### src/rtl/exec_stage_if.sv
// Execute-stage bus: ID/EX operands and controls in, registered EX/MEM results out.
interface exec_stage_if #(
  parameter int XLEN = 32
);
  logic            stall;
  logic [1:0]      alu_op;
  logic            alu_src;
  logic [2:0]      funct3;
  logic            funct7_30;
  logic [XLEN-1:0] pc;
  logic [XLEN-1:0] imm;
  logic [XLEN-1:0] rd1;
  logic [XLEN-1:0] rd2;
  logic [XLEN-1:0] result_adder;
  logic [3:0]      alu_ctrl;
  logic [XLEN-1:0] result_alu;
  logic            zero;
  logic [XLEN-1:0] muxout;
  logic            branch_taken;

  modport master (
    output stall, alu_op, alu_src, funct3, funct7_30, pc, imm, rd1, rd2,
    input  result_adder, alu_ctrl, result_alu, zero, muxout, branch_taken
  );

  modport slave (
    input  stall, alu_op, alu_src, funct3, funct7_30, pc, imm, rd1, rd2,
    output result_adder, alu_ctrl, result_alu, zero, muxout, branch_taken
  );
endinterface

### src/rtl/exec_stage.sv
// RV32I execute stage: ALU decode, operand-B mux, ALU, pc+imm adder, one EX/MEM register.
// Optional macro EXEC_BRANCH_COND_EN enables full branch-condition evaluation.
module exec_stage #(
  parameter int XLEN = 32
) (
  input  logic         clk,
  input  logic         rst,
  exec_stage_if.slave  bus
);
  localparam logic [3:0] ALU_AND  = 4'b0000;
  localparam logic [3:0] ALU_OR   = 4'b0001;
  localparam logic [3:0] ALU_ADD  = 4'b0010;
  localparam logic [3:0] ALU_XOR  = 4'b0011;
  localparam logic [3:0] ALU_SLL  = 4'b0100;
  localparam logic [3:0] ALU_SRL  = 4'b0101;
  localparam logic [3:0] ALU_SUB  = 4'b0110;
  localparam logic [3:0] ALU_SLT  = 4'b0111;
  localparam logic [3:0] ALU_SLTU = 4'b1000;
  localparam logic [3:0] ALU_SRA  = 4'b1001;

  logic [3:0]      ctrl_next;
  logic [XLEN-1:0] op_b_next;
  logic [XLEN-1:0] alu_next;
  logic [XLEN-1:0] adder_next;
  logic            zero_next;
  logic            branch_next;
  logic [4:0]      shamt;

  logic [3:0]      ctrl_reg;
  logic [XLEN-1:0] alu_reg;
  logic [XLEN-1:0] adder_reg;
  logic [XLEN-1:0] op_b_reg;
  logic            zero_reg;
  logic            branch_reg;

  assign op_b_next  = bus.alu_src ? bus.imm : bus.rd2;
  assign adder_next = bus.pc + bus.imm;
  assign shamt      = op_b_next[4:0];

  always_comb begin
    ctrl_next = ALU_ADD;
    case (bus.alu_op)
      2'b00: ctrl_next = ALU_ADD;
      2'b01: ctrl_next = ALU_SUB;
      default: begin
        case (bus.funct3)
          // I-type has no SUB: bit 30 belongs to the immediate there
          3'b000: ctrl_next = (bus.alu_op == 2'b10 && bus.funct7_30) ? ALU_SUB : ALU_ADD;
          3'b001: ctrl_next = ALU_SLL;
          3'b010: ctrl_next = ALU_SLT;
          3'b011: ctrl_next = ALU_SLTU;
          3'b100: ctrl_next = ALU_XOR;
          3'b101: ctrl_next = bus.funct7_30 ? ALU_SRA : ALU_SRL;
          3'b110: ctrl_next = ALU_OR;
          default: ctrl_next = ALU_AND;
        endcase
      end
    endcase
  end

  always_comb begin
    alu_next = '0;
    case (ctrl_next)
      ALU_AND:  alu_next = bus.rd1 & op_b_next;
      ALU_OR:   alu_next = bus.rd1 | op_b_next;
      ALU_ADD:  alu_next = bus.rd1 + op_b_next;
      ALU_XOR:  alu_next = bus.rd1 ^ op_b_next;
      ALU_SLL:  alu_next = bus.rd1 << shamt;
      ALU_SRL:  alu_next = bus.rd1 >> shamt;
      ALU_SUB:  alu_next = bus.rd1 - op_b_next;
      ALU_SLT:  alu_next = {{(XLEN-1){1'b0}}, ($signed(bus.rd1) < $signed(op_b_next))};
      ALU_SLTU: alu_next = {{(XLEN-1){1'b0}}, (bus.rd1 < op_b_next)};
      ALU_SRA:  alu_next = $unsigned($signed(bus.rd1) >>> shamt);
      default:  alu_next = '0;
    endcase
  end

  assign zero_next = (alu_next == '0);

`ifdef EXEC_BRANCH_COND_EN
  logic [XLEN-1:0] br_diff;
  logic            br_eq;
  logic            br_lt;
  logic            br_ltu;

  assign br_diff = bus.rd1 - op_b_next;
  assign br_eq   = (br_diff == '0);
  assign br_lt   = $signed(bus.rd1) < $signed(op_b_next);
  assign br_ltu  = bus.rd1 < op_b_next;

  always_comb begin
    branch_next = 1'b0;
    if (bus.alu_op == 2'b01) begin
      case (bus.funct3)
        3'b000: branch_next = br_eq;
        3'b001: branch_next = !br_eq;
        3'b100: branch_next = br_lt;
        3'b101: branch_next = !br_lt;
        3'b110: branch_next = br_ltu;
        3'b111: branch_next = !br_ltu;
        default: branch_next = 1'b0;
      endcase
    end
  end
`else
  // Only BEQ is resolved here; the ALU already subtracts for alu_op 01
  assign branch_next = (bus.alu_op == 2'b01) && zero_next;
`endif

  always_ff @(posedge clk) begin
    if (rst) begin
      ctrl_reg   <= '0;
      alu_reg    <= '0;
      adder_reg  <= '0;
      op_b_reg   <= '0;
      zero_reg   <= 1'b0;
      branch_reg <= 1'b0;
    end else if (!bus.stall) begin
      ctrl_reg   <= ctrl_next;
      alu_reg    <= alu_next;
      adder_reg  <= adder_next;
      op_b_reg   <= op_b_next;
      zero_reg   <= zero_next;
      branch_reg <= branch_next;
    end
  end

  assign bus.alu_ctrl     = ctrl_reg;
  assign bus.result_alu   = alu_reg;
  assign bus.result_adder = adder_reg;
  assign bus.muxout       = op_b_reg;
  assign bus.zero         = zero_reg;
  assign bus.branch_taken = branch_reg;
endmodule

### src/flat_wrapper.sv
// flat-port wrapper written by rule: the top's interface ports become plain ports
module exec_stage_flat 
#(
  parameter int XLEN = 32
)
  (clk, rst, bus_stall, bus_alu_op, bus_alu_src, bus_funct3, bus_funct7_30, bus_pc, bus_imm, bus_rd1, bus_rd2, bus_result_adder, bus_alu_ctrl, bus_result_alu, bus_zero, bus_muxout, bus_branch_taken);
  exec_stage_if #(.XLEN(XLEN)) bus_i ();
  input  logic clk;
  input  logic rst;
  input wire logic [$bits(bus_i.stall)-1:0] bus_stall;
  input wire logic [$bits(bus_i.alu_op)-1:0] bus_alu_op;
  input wire logic [$bits(bus_i.alu_src)-1:0] bus_alu_src;
  input wire logic [$bits(bus_i.funct3)-1:0] bus_funct3;
  input wire logic [$bits(bus_i.funct7_30)-1:0] bus_funct7_30;
  input wire logic [$bits(bus_i.pc)-1:0] bus_pc;
  input wire logic [$bits(bus_i.imm)-1:0] bus_imm;
  input wire logic [$bits(bus_i.rd1)-1:0] bus_rd1;
  input wire logic [$bits(bus_i.rd2)-1:0] bus_rd2;
  output wire logic [$bits(bus_i.result_adder)-1:0] bus_result_adder;
  output wire logic [$bits(bus_i.alu_ctrl)-1:0] bus_alu_ctrl;
  output wire logic [$bits(bus_i.result_alu)-1:0] bus_result_alu;
  output wire logic [$bits(bus_i.zero)-1:0] bus_zero;
  output wire logic [$bits(bus_i.muxout)-1:0] bus_muxout;
  output wire logic [$bits(bus_i.branch_taken)-1:0] bus_branch_taken;
  assign bus_i.stall = bus_stall;
  assign bus_i.alu_op = bus_alu_op;
  assign bus_i.alu_src = bus_alu_src;
  assign bus_i.funct3 = bus_funct3;
  assign bus_i.funct7_30 = bus_funct7_30;
  assign bus_i.pc = bus_pc;
  assign bus_i.imm = bus_imm;
  assign bus_i.rd1 = bus_rd1;
  assign bus_i.rd2 = bus_rd2;
  assign bus_result_adder = bus_i.result_adder;
  assign bus_alu_ctrl = bus_i.alu_ctrl;
  assign bus_result_alu = bus_i.result_alu;
  assign bus_zero = bus_i.zero;
  assign bus_muxout = bus_i.muxout;
  assign bus_branch_taken = bus_i.branch_taken;
  exec_stage #(.XLEN(XLEN)) u_core (.clk(clk), .rst(rst), .bus(bus_i));
endmodule
### config.mk
export PLATFORM = sky130hd
export DESIGN_NAME = exec_stage_flat
export DESIGN_NICKNAME = d
export VERILOG_FILES = /design/src/rtl/exec_stage_if.sv /design/src/rtl/exec_stage.sv /design/src/flat_wrapper.sv
export SDC_FILE = /design/constraint.sdc
export NUM_CORES = 1
export LEC_CHECK = 0
export CAP_MARGIN = 5
export CELL_PAD_IN_SITES_DETAIL_PLACEMENT = 1
export CELL_PAD_IN_SITES_GLOBAL_PLACEMENT = 1
export CORE_ASPECT_RATIO = 0.8
export CORE_UTILIZATION = 40
export DETAILED_ROUTE_END_ITERATION = 10
export PLACE_DENSITY = 0.93
export SETUP_SLACK_MARGIN = 0.4
export SLEW_MARGIN = 20
export SYNTH_ARGS = -nofsm -noshare
export SYNTH_HDL_FRONTEND = slang
export SYNTH_SLANG_ARGS = --single-unit
export TNS_END_PERCENT = 5
### constraint.sdc
create_clock -name clk -period 7.03 [get_ports clk]
set_input_delay 0.703 -clock clk [delete_from_list [all_inputs] [get_ports clk]]
set_output_delay 0.703 -clock clk [all_outputs]
set_load 0.005 [all_outputs]
After elaboration in Yosys (flattened, before gate mapping)
Cells that the tools add are included.
{"block": "word_totals", "wordCells": 46, "register_bits": 102}
{"block": "classes", "muxes": 6, "shifts": 3, "n_eq_ne": 17, "magnitude_cmp": 2, "addsub": 3, "bitwise_logic": 3, "reduce_logical": 6}
{"operator": "32-bit one-hot mux with 10 select lines", "n": 1}
{"operator": "32-bit adder", "n": 2}
{"operator": "32-bit < comparator", "n": 2}
{"operator": "32-bit AND", "n": 1}
{"operator": "32-bit zero test", "n": 1}
{"operator": "32-bit two-way mux", "n": 1}
{"operator": "32-bit OR", "n": 1}
{"operator": "32-bit by 5-bit left shift with 32-bit output", "n": 1}
{"operator": "32-bit by 5-bit right shift with 32-bit output", "n": 1}
{"operator": "32-bit by 5-bit >>> shifter with 32-bit output", "n": 1}
{"operator": "32-bit subtractor", "n": 1}
{"operator": "32-bit XOR", "n": 1}
{"operator": "4-bit one-hot mux with 7 select lines", "n": 1}
{"operator": "4-bit by 3-bit equality test with 1-bit output, second input constant", "n": 4}
{"operator": "3-bit equality test, second input constant", "n": 3}
{"operator": "4-bit by 2-bit equality test with 1-bit output, second input constant", "n": 2}
{"operator": "4-bit equality test, second input constant", "n": 2}
{"operator": "4-bit one-hot mux with 2 select lines", "n": 1}
{"operator": "3-bit by 2-bit equality test with 1-bit output, second input constant", "n": 2}
{"operator": "4-bit by 1-bit equality test with 1-bit output, second input constant", "n": 1}
{"operator": "4-bit zero test", "n": 1}
{"operator": "4-bit two-way mux", "n": 1}
{"operator": "3-bit by 1-bit equality test with 1-bit output, second input constant", "n": 1}
{"operator": "3-bit zero test", "n": 1}
{"operator": "other kinds (5)", "n": 6}

Depth between registers and ports, before layout
Gate-level depths: netlist (run 1).
{"block": "depth", "depth_word": 9, "depth_mapped": 20, "depth_no_buf": 16}

Worst setup path before layout (run 1)
OpenSTA, ideal clock, no wires.
{"block": "synth_timing", "kind": "input to register", "startpoint": "in bus_alu_src", "endpoint": "reg u_core.branch_reg, in the netlist u_core.bus.branch_taken", "t_required_ps": 6961, "setup_slack_ps": 1859, "t_arrival_ps": 5102, "stages": 20, "path_buffers": 6, "setup_time_ps": 69, "cell_sequence": "buf_6 buf_2 mux2i_1 clkbuf_1 buf_1 clkbuf_1 ha_1 buf_2 nor2_1 a2111oi_2 nor3_1 nor3_1 o21ai_1 a21oi_1 nor3_1 o311a_1 a2111oi_0 nand3_1 nand4bb_1 o21ai_1"}
{"block": "synth_between", "elab_chain_cells": 5}
{"item": "start: declaration", "line": "flat_wrapper.sv:12", "source": "input wire logic [$bits(bus_i.alu_src)-1:0] bus_alu_src;"}
{"item": "32-bit two-way mux (*)", "line": "exec_stage.sv:36", "source": "assign op_b_next = bus.alu_src ? bus.imm : bus.rd2;"}
{"item": "32-bit subtractor, or another cell as far along", "line": "exec_stage.sv:70", "source": "ALU_SUB: alu_next = bus.rd1 - op_b_next;"}
{"item": "32-bit one-hot mux with 10 select lines (*)", "line": "exec_stage.sv:63", "source": "case (ctrl_next)"}
{"item": "32-bit zero test (*)", "line": "exec_stage.sv:78", "source": "assign zero_next = (alu_next == '0);"}
{"item": "1-bit logical AND (*)", "line": "exec_stage.sv:107", "source": "assign branch_next = (bus.alu_op == 2'b01) && zero_next;"}
{"item": "end signal: assignment", "line": "exec_stage.sv:124", "source": "branch_reg <= branch_next;"}
{"item": "end: declaration", "line": "exec_stage.sv:34", "source": "logic branch_reg;"}
Mark *: on every way between the ends. The rest lies on a longest branch, timed or not.
A chain may end at the register's enable or synchronous reset.

Worst setup path after layout (run 1)
Same ends and word-level chain as after synthesis.

==> results of run 1 <==
-- final timing paths --
kind	start	endpoint	slack, ps	cells after the start
worst min-delay path	u_core.bus.result_adder[2]	u_core.bus.result_adder[2]	480	2
worst min register to register	u_core.bus.result_adder[2]	u_core.bus.result_adder[2]	480	2
worst max-delay path	bus_alu_src	u_core.bus.branch_taken	560	18
worst max register to register	u_core.bus.alu_ctrl[3]	u_core.bus.alu_ctrl[3]	6160	3
-- area by class of cell --
cell class                      count  area, um^2
Inverter                          106         403
Tap cell                          480         601
Timing Repair Buffer              322        3020
Clock buffer                       10         229
Fill cell                        4487       17900
Multi-Input combinational cell   1666       11700
Sequential cell                   102        2040
Clock inverter                      6         110
-- power breakdown --
group	internal [uW]	total, uW	switching, uW	leakage [uW]
Clock	348	595	247	0.000159
Sequential	629	660	30.9	0.000841
Combinational	631	1690	1060	0.00646
Total	1610	2950	1340	0.00746
-- through the flow --
stage / worst slack (ps) / total power [uW] / area [um^2] / cells
final: 558 / 2950 / 18100 / 2692
after global routing: 530 / 3050 / 18100 / 2692
after CTS: 917 / 2880 / 18100 / 2692
after detailed placement: 613 / 2280 / 17700 / 2676
after global placement: 855 / 2230 / 17700 / 2676
after floorplan: 1860 / 1590 / 14700 / 2013
-- cells by family after synthesis --
family | Yosys count | share of synthesized area
simple gates | 685 | 0.213
compound gates | 663 | 0.303
buf+inv | 245 | 0.0673
mux | 147 | 0.140
fa+ha+maj | 131 | 0.113
flops | 102 | 0.139
xor+xnor | 40 | 0.0239
-- worst reg2reg max path: stages (launching register included) --
cell and delay, ps:
dfxtp_1 320, and2_1 150, a41oi_1 200, nor2_1 60
-- synth_stat cells, types with 27 or more instances --
master | count | share of area
nand3_1 | 40 | 0.014
o21ai_0 | 98 | 0.033
nand2_1 | 169 | 0.043
a211oi_1 | 33 | 0.017
a31oi_1 | 29 | 0.012
o211ai_1 | 27 | 0.014
mux4_2 | 37 | 0.057
mux2i_1 | 97 | 0.066
ha_1 | 128 | 0.11
inv_1 | 101 | 0.026
dfxtp_1 | 102 | 0.14
a21o_1 | 32 | 0.016
a21oi_1 | 197 | 0.067
nor2_1 | 288 | 0.074
nor3_1 | 43 | 0.015
clkbuf_1 | 90 | 0.023
-- cell usage in the layout, fill, tap and decap left out, drive strengths merged, types with 27 or more instances in the layout --
cell,n
o21ai,104
o211ai,27
dfxtp,102
buf,86
mux4,42
a21o,32
ha,128
a211oi,33
inv,104
mux2i,100
nor2,290
nand3,40
nor3,43
a21oi,197
clkdlybuf4s50,236
a31oi,29
nand2,169
-- per-layer routing --
metal,vias up,global-route usage,share of wire
met1,9115,0.573,0.41
met4,4,0.197,0.050
met5,-,0,0.00073
li1,7897,-,-
met3,262,0.133,0.11
met2,1257,0.652,0.43
==> results.cfg, run 1 <==
[floorplanning]
rows = 62
start_util = 0.407
dieArea_um2 = 37400
die_h_um = 173
ios = 240
core_um2 = 36000
dieWidth_um = 216

[finish]
final_nets = 2476
final_core_util = 0.503
antenna_cells = 0
syn2layout_area_growth_pct = 23.3
drive_gt1_frac = 0.0782

[synth]
synth_seq_cells = 102
ys_types = 95
ys_seq_area_frac = 0.139
synth_edf_count = 0
synthesis.area_um2 = 14700
synth_ff_type = dfxtp_1
syn-num-nets = 2282
ys_warn_count = 0
synth_cells = 2013
avgSynthCellArea_um2 = 7.29
async_flop_share = 0

[route]
first_pass_iters = 6
num_vias = 18500
ant_nets = 0
drtIter0Drc = 2578
wl_um = 83900
route.detailed.drc = 0
via_per_inst = 6.89
wl_per_cell_um = 31.2

[setup_path]
crit_family = compound AO/OA/AOI/OAI gates
start_kind = input pin
worst_setup_path_end_kind = flip-flop
crit_required_ps = 7320
path_cells = buf_2 -> buf_4 -> mux2i_1 -> buf_4 -> ha_1 -> nor3_1 -> o311ai_0 -> and3_1 -> o21ai_0 -> a21oi_1 -> a221o_1 -> a221oi_1 -> nand4_1 -> nor4_1 -> buf_4 -> nand3_1 -> nand4bb_1 -> o21ai_1
crit_type = input pin to flip-flop
cp_max_fo = 19
crit_arrival_ps = 6770
path_common_cell = buf_4
cpPeakStageDelay_ps = 680
worst-path-buf-inv = 4
critical_path.slowest_cell = nor4_1

[global_route]
grt_max_degree = 93
grt_pass1_vias = 18400
antenna_found_initial = 4
overflow = 0
grtUsageTotal = 0.436
grt_pass1_wl_um = 123000

[clock_tree]
htree_levels = 3
insertion_delay_ps = 370
clock-sinks = 102
cts_max_path_buffers = 2
cts_made_buffers = 9
root_buffer = clkbuf_16
cts_tree = built
postCtsSetupRepairBufs = 0
ctsResizeCount = 0
clk_pin_slew_worst_paths_ps = 70
cts_hold_buf = 0

[sta]
tightestPinTransition_ps = 1210
fin_skew_ps = 0
min_period_ps = 6470
finalHoldViolCount = 0
drv_slew = 0
setup_tns_ps = 0
setup_viol = 0
worst_hold_slack_ps = 479
clock.fmax_mhz = 155
slew_headroom = 0.170
period_share = 0.921
rsz0062_at_grt = no

[job]
cap_viol_max_count = 0

[outcome]
status = finished clean

[placement]
gp_congestion = 1.07
io_buffers = 239
hpwl_um = 65300

[power]
p_per_area_nw_per_um2 = 163
ir_drop_mv = 0.123
leakage_uw = 0.00746

[min_path]
hold_class = flip-flop to flip-flop
(Power assumes the default switching activity.)
==> run 2, diff against run 1 <==
TNS_END_PERCENT = 10   (was 5)
==> results of run 2 <==
Final layout, timing and power as in run 1 (identical DEF).
==> run 3, diff against run 2 <==
PLACE_DENSITY = not set   (was 0.93)
PLACE_DENSITY_LB_ADDON = 0.1   (was not set)
clock period = 7.47 ns   (was 7.03 ns; I/O delays follow)
==> run 3 against run 2 <==
- sequential share of layout area up 0.098 points
- flip-flop and latch count unchanged
- cell area down 0.86%
- utilization down 0.43 points
- clock power down 3%
- die area unchanged
- critical endpoint unchanged
- wire length down 2.2%
- non-clock buffer count down 20
==> results.cfg, run 3 (synthesis results as in run 1) <==
[sta]
worst_hold_slack_ps = 475
slew_headroom = 0.251
setup_viol = 0
min_period_ps = 6390
rsz0062_at_grt = no
clock.fmax_mhz = 156
period_share = 0.856
drv_slew = 0
fin_skew_ps = 0
setup_tns_ps = 0
fin_ws_ps = 1080
finalHoldViolCount = 0
tightestPinTransition_ps = 1120

[global_route]
overflow = 0
antenna_found_initial = 1
grt_pass1_vias = 18300
grt_pass1_wl_um = 121000
grt_max_degree = 99
grtUsageTotal = 0.428

[setup_path]
crit_required_ps = 7770
reg2reg_from = u_core.bus.alu_ctrl[3]
crit_path_end = u_core.bus.branch_taken
ff2ff_setup_slack_ps = 6590
crit_start = bus_alu_src
start_kind = input pin
r2r_cells = 3
crit_arrival_ps = 6690
cp_max_fo = 22
crit_type = input pin to flip-flop
worst_setup_path_end_kind = flip-flop
r2r-end = u_core.bus.alu_ctrl[3]

[route]
ant_nets = 0
via_per_inst = 6.86
drtIter0Drc = 2305
wl_um = 82000
wl_per_cell_um = 30.7
num_vias = 18300
first_pass_iters = 6
route.detailed.drc = 0

[floorplanning]
rows = 62
die_h_um = 173
core_um2 = 36000
ios = 240
dieArea_um2 = 37400
start_util = 0.407
dieWidth_um = 216

[placement]
hpwl_um = 64300
dp_slack_ps = 882
gp_congestion = 1.09
io_buffers = 239

[finish]
final_cell_mix = nor2_1, clkdlybuf4s50_1, a21oi_1
drive_gt1_frac = 0.0689
final_nets = 2456
syn2layout_area_growth_pct = 22.3
layout_commonest_cell = nor2_1

[clock_tree]
cts_made_buffers = 9
root_buffer = clkbuf_16
cts_tree = built
ctsResizeCount = 0
postCtsSetupRepairBufs = 0
htree_levels = 3
clk_pin_slew_worst_paths_ps = 70
cts_hold_buf = 0
clock-sinks = 102
cts_max_path_buffers = 2
insertion_delay_ps = 370

[job]
cap_viol_max_count = 0

[power]
swShare = 0.452
ir_drop_mv = 0.120
intPower_uw = 1520
p_clk_frac = 0.207
pwr-share-seq = 0.223
p_per_area_nw_per_um2 = 155
p_switching_uw = 1260
leakage_uw = 0.00737
p_comb_frac = 0.569

[min_path]
hold_class = flip-flop to flip-flop

[outcome]
status = finished clean
-- run 3: cell types whose count changed in the layout (fill, tap and decap cells not counted) --
cell / previous run / this run
buf_12: 1 / 0
clkinv_2: 1 / 0
nor4b_1: 2 / 3
clkbuf_1: 1 / 2
clkbuf_8: 0 / 2
clkinvlp_4: 2 / 0
nor4b_2: 3 / 2
diode_2: 0 / 1
buf_4: 84 / 65
-- run 3: layer usage --
layer  track usage  share of wire  vias up  wire length [um]
met5        0.0154         0.0011        -                87
met4         0.163          0.043        4              3500
met3         0.131           0.12      217              9490
met2         0.634           0.42     1178             34600
met1         0.579           0.42     9065             34400
li1              -              -     7860                 -
-- run 3: worst min-delay path by stage --
stage / from / endpoint / slack, ps / depth (start not counted)
floorplan: u_core.bus.branch_taken / u_core.bus.branch_taken / 440 / 2
CTS: u_core.bus.result_adder[2] / u_core.bus.result_adder[2] / 480 / 2
detailed placement: u_core.bus.result_adder[2] / u_core.bus.result_adder[2] / 470 / 2
finish: u_core.bus.result_adder[2] / u_core.bus.result_adder[2] / 480 / 2
global route: u_core.bus.result_adder[2] / u_core.bus.result_adder[2] / 500 / 2
global placement: u_core.bus.result_adder[4] / u_core.bus.result_adder[4] / 450 / 2
-- run 3: power by group through the flow --
stage | registers, uW | logic, uW | clock network, uW
6_report | 620 | 1580 | 576
5_1_grt | 625 | 1650 | 600
4_1_cts | 620 | 1510 | 580
3_5_place_dp | 631 | 1500 | 0
3_3_place_gp | 629 | 1470 | 0
2_1_floorplan | 631 | 868 | 0
-- run 3: critical path, stage by stage --
cell and delay, ps:
buf_2 410, buf_4 510, mux2i_1 540, ha_1 480
nor3_1 470, o311ai_0 330, and3_1 280, o21ai_0 160
buf_4 200, a21oi_1 170, a221o_1 390, a221oi_1 460
nand4_1 230, nor4_1 650, nand3_1 250, nand4bb_1 240
o21ai_1 140
-- run 3: per-stage QoR --
stage,instance area [um^2],power (uW),utilization,instances
after floorplan,14700,1500,-,2013
after global placement,17600,2100,0.488,2656
after detailed placement,17600,2130,0.488,2656
after CTS,17900,2710,0.498,2672
after global routing,17900,2880,0.498,2672
final,17900,2780,0.498,2673
-- run 3: final cells by class --
| cell class | count | area, um^2 |
|---|---|---|
| timing repair buffer | 302 | 2860 |
| multi-input combinational | 1666 | 11700 |
| antenna | 1 | 2.50 |
| clock inverter | 3 | 90.1 |
| sequential | 102 | 2040 |
| inverter | 106 | 403 |
| tap | 480 | 601 |
| fill | 4467 | 18100 |
| clock buffer | 13 | 260 |
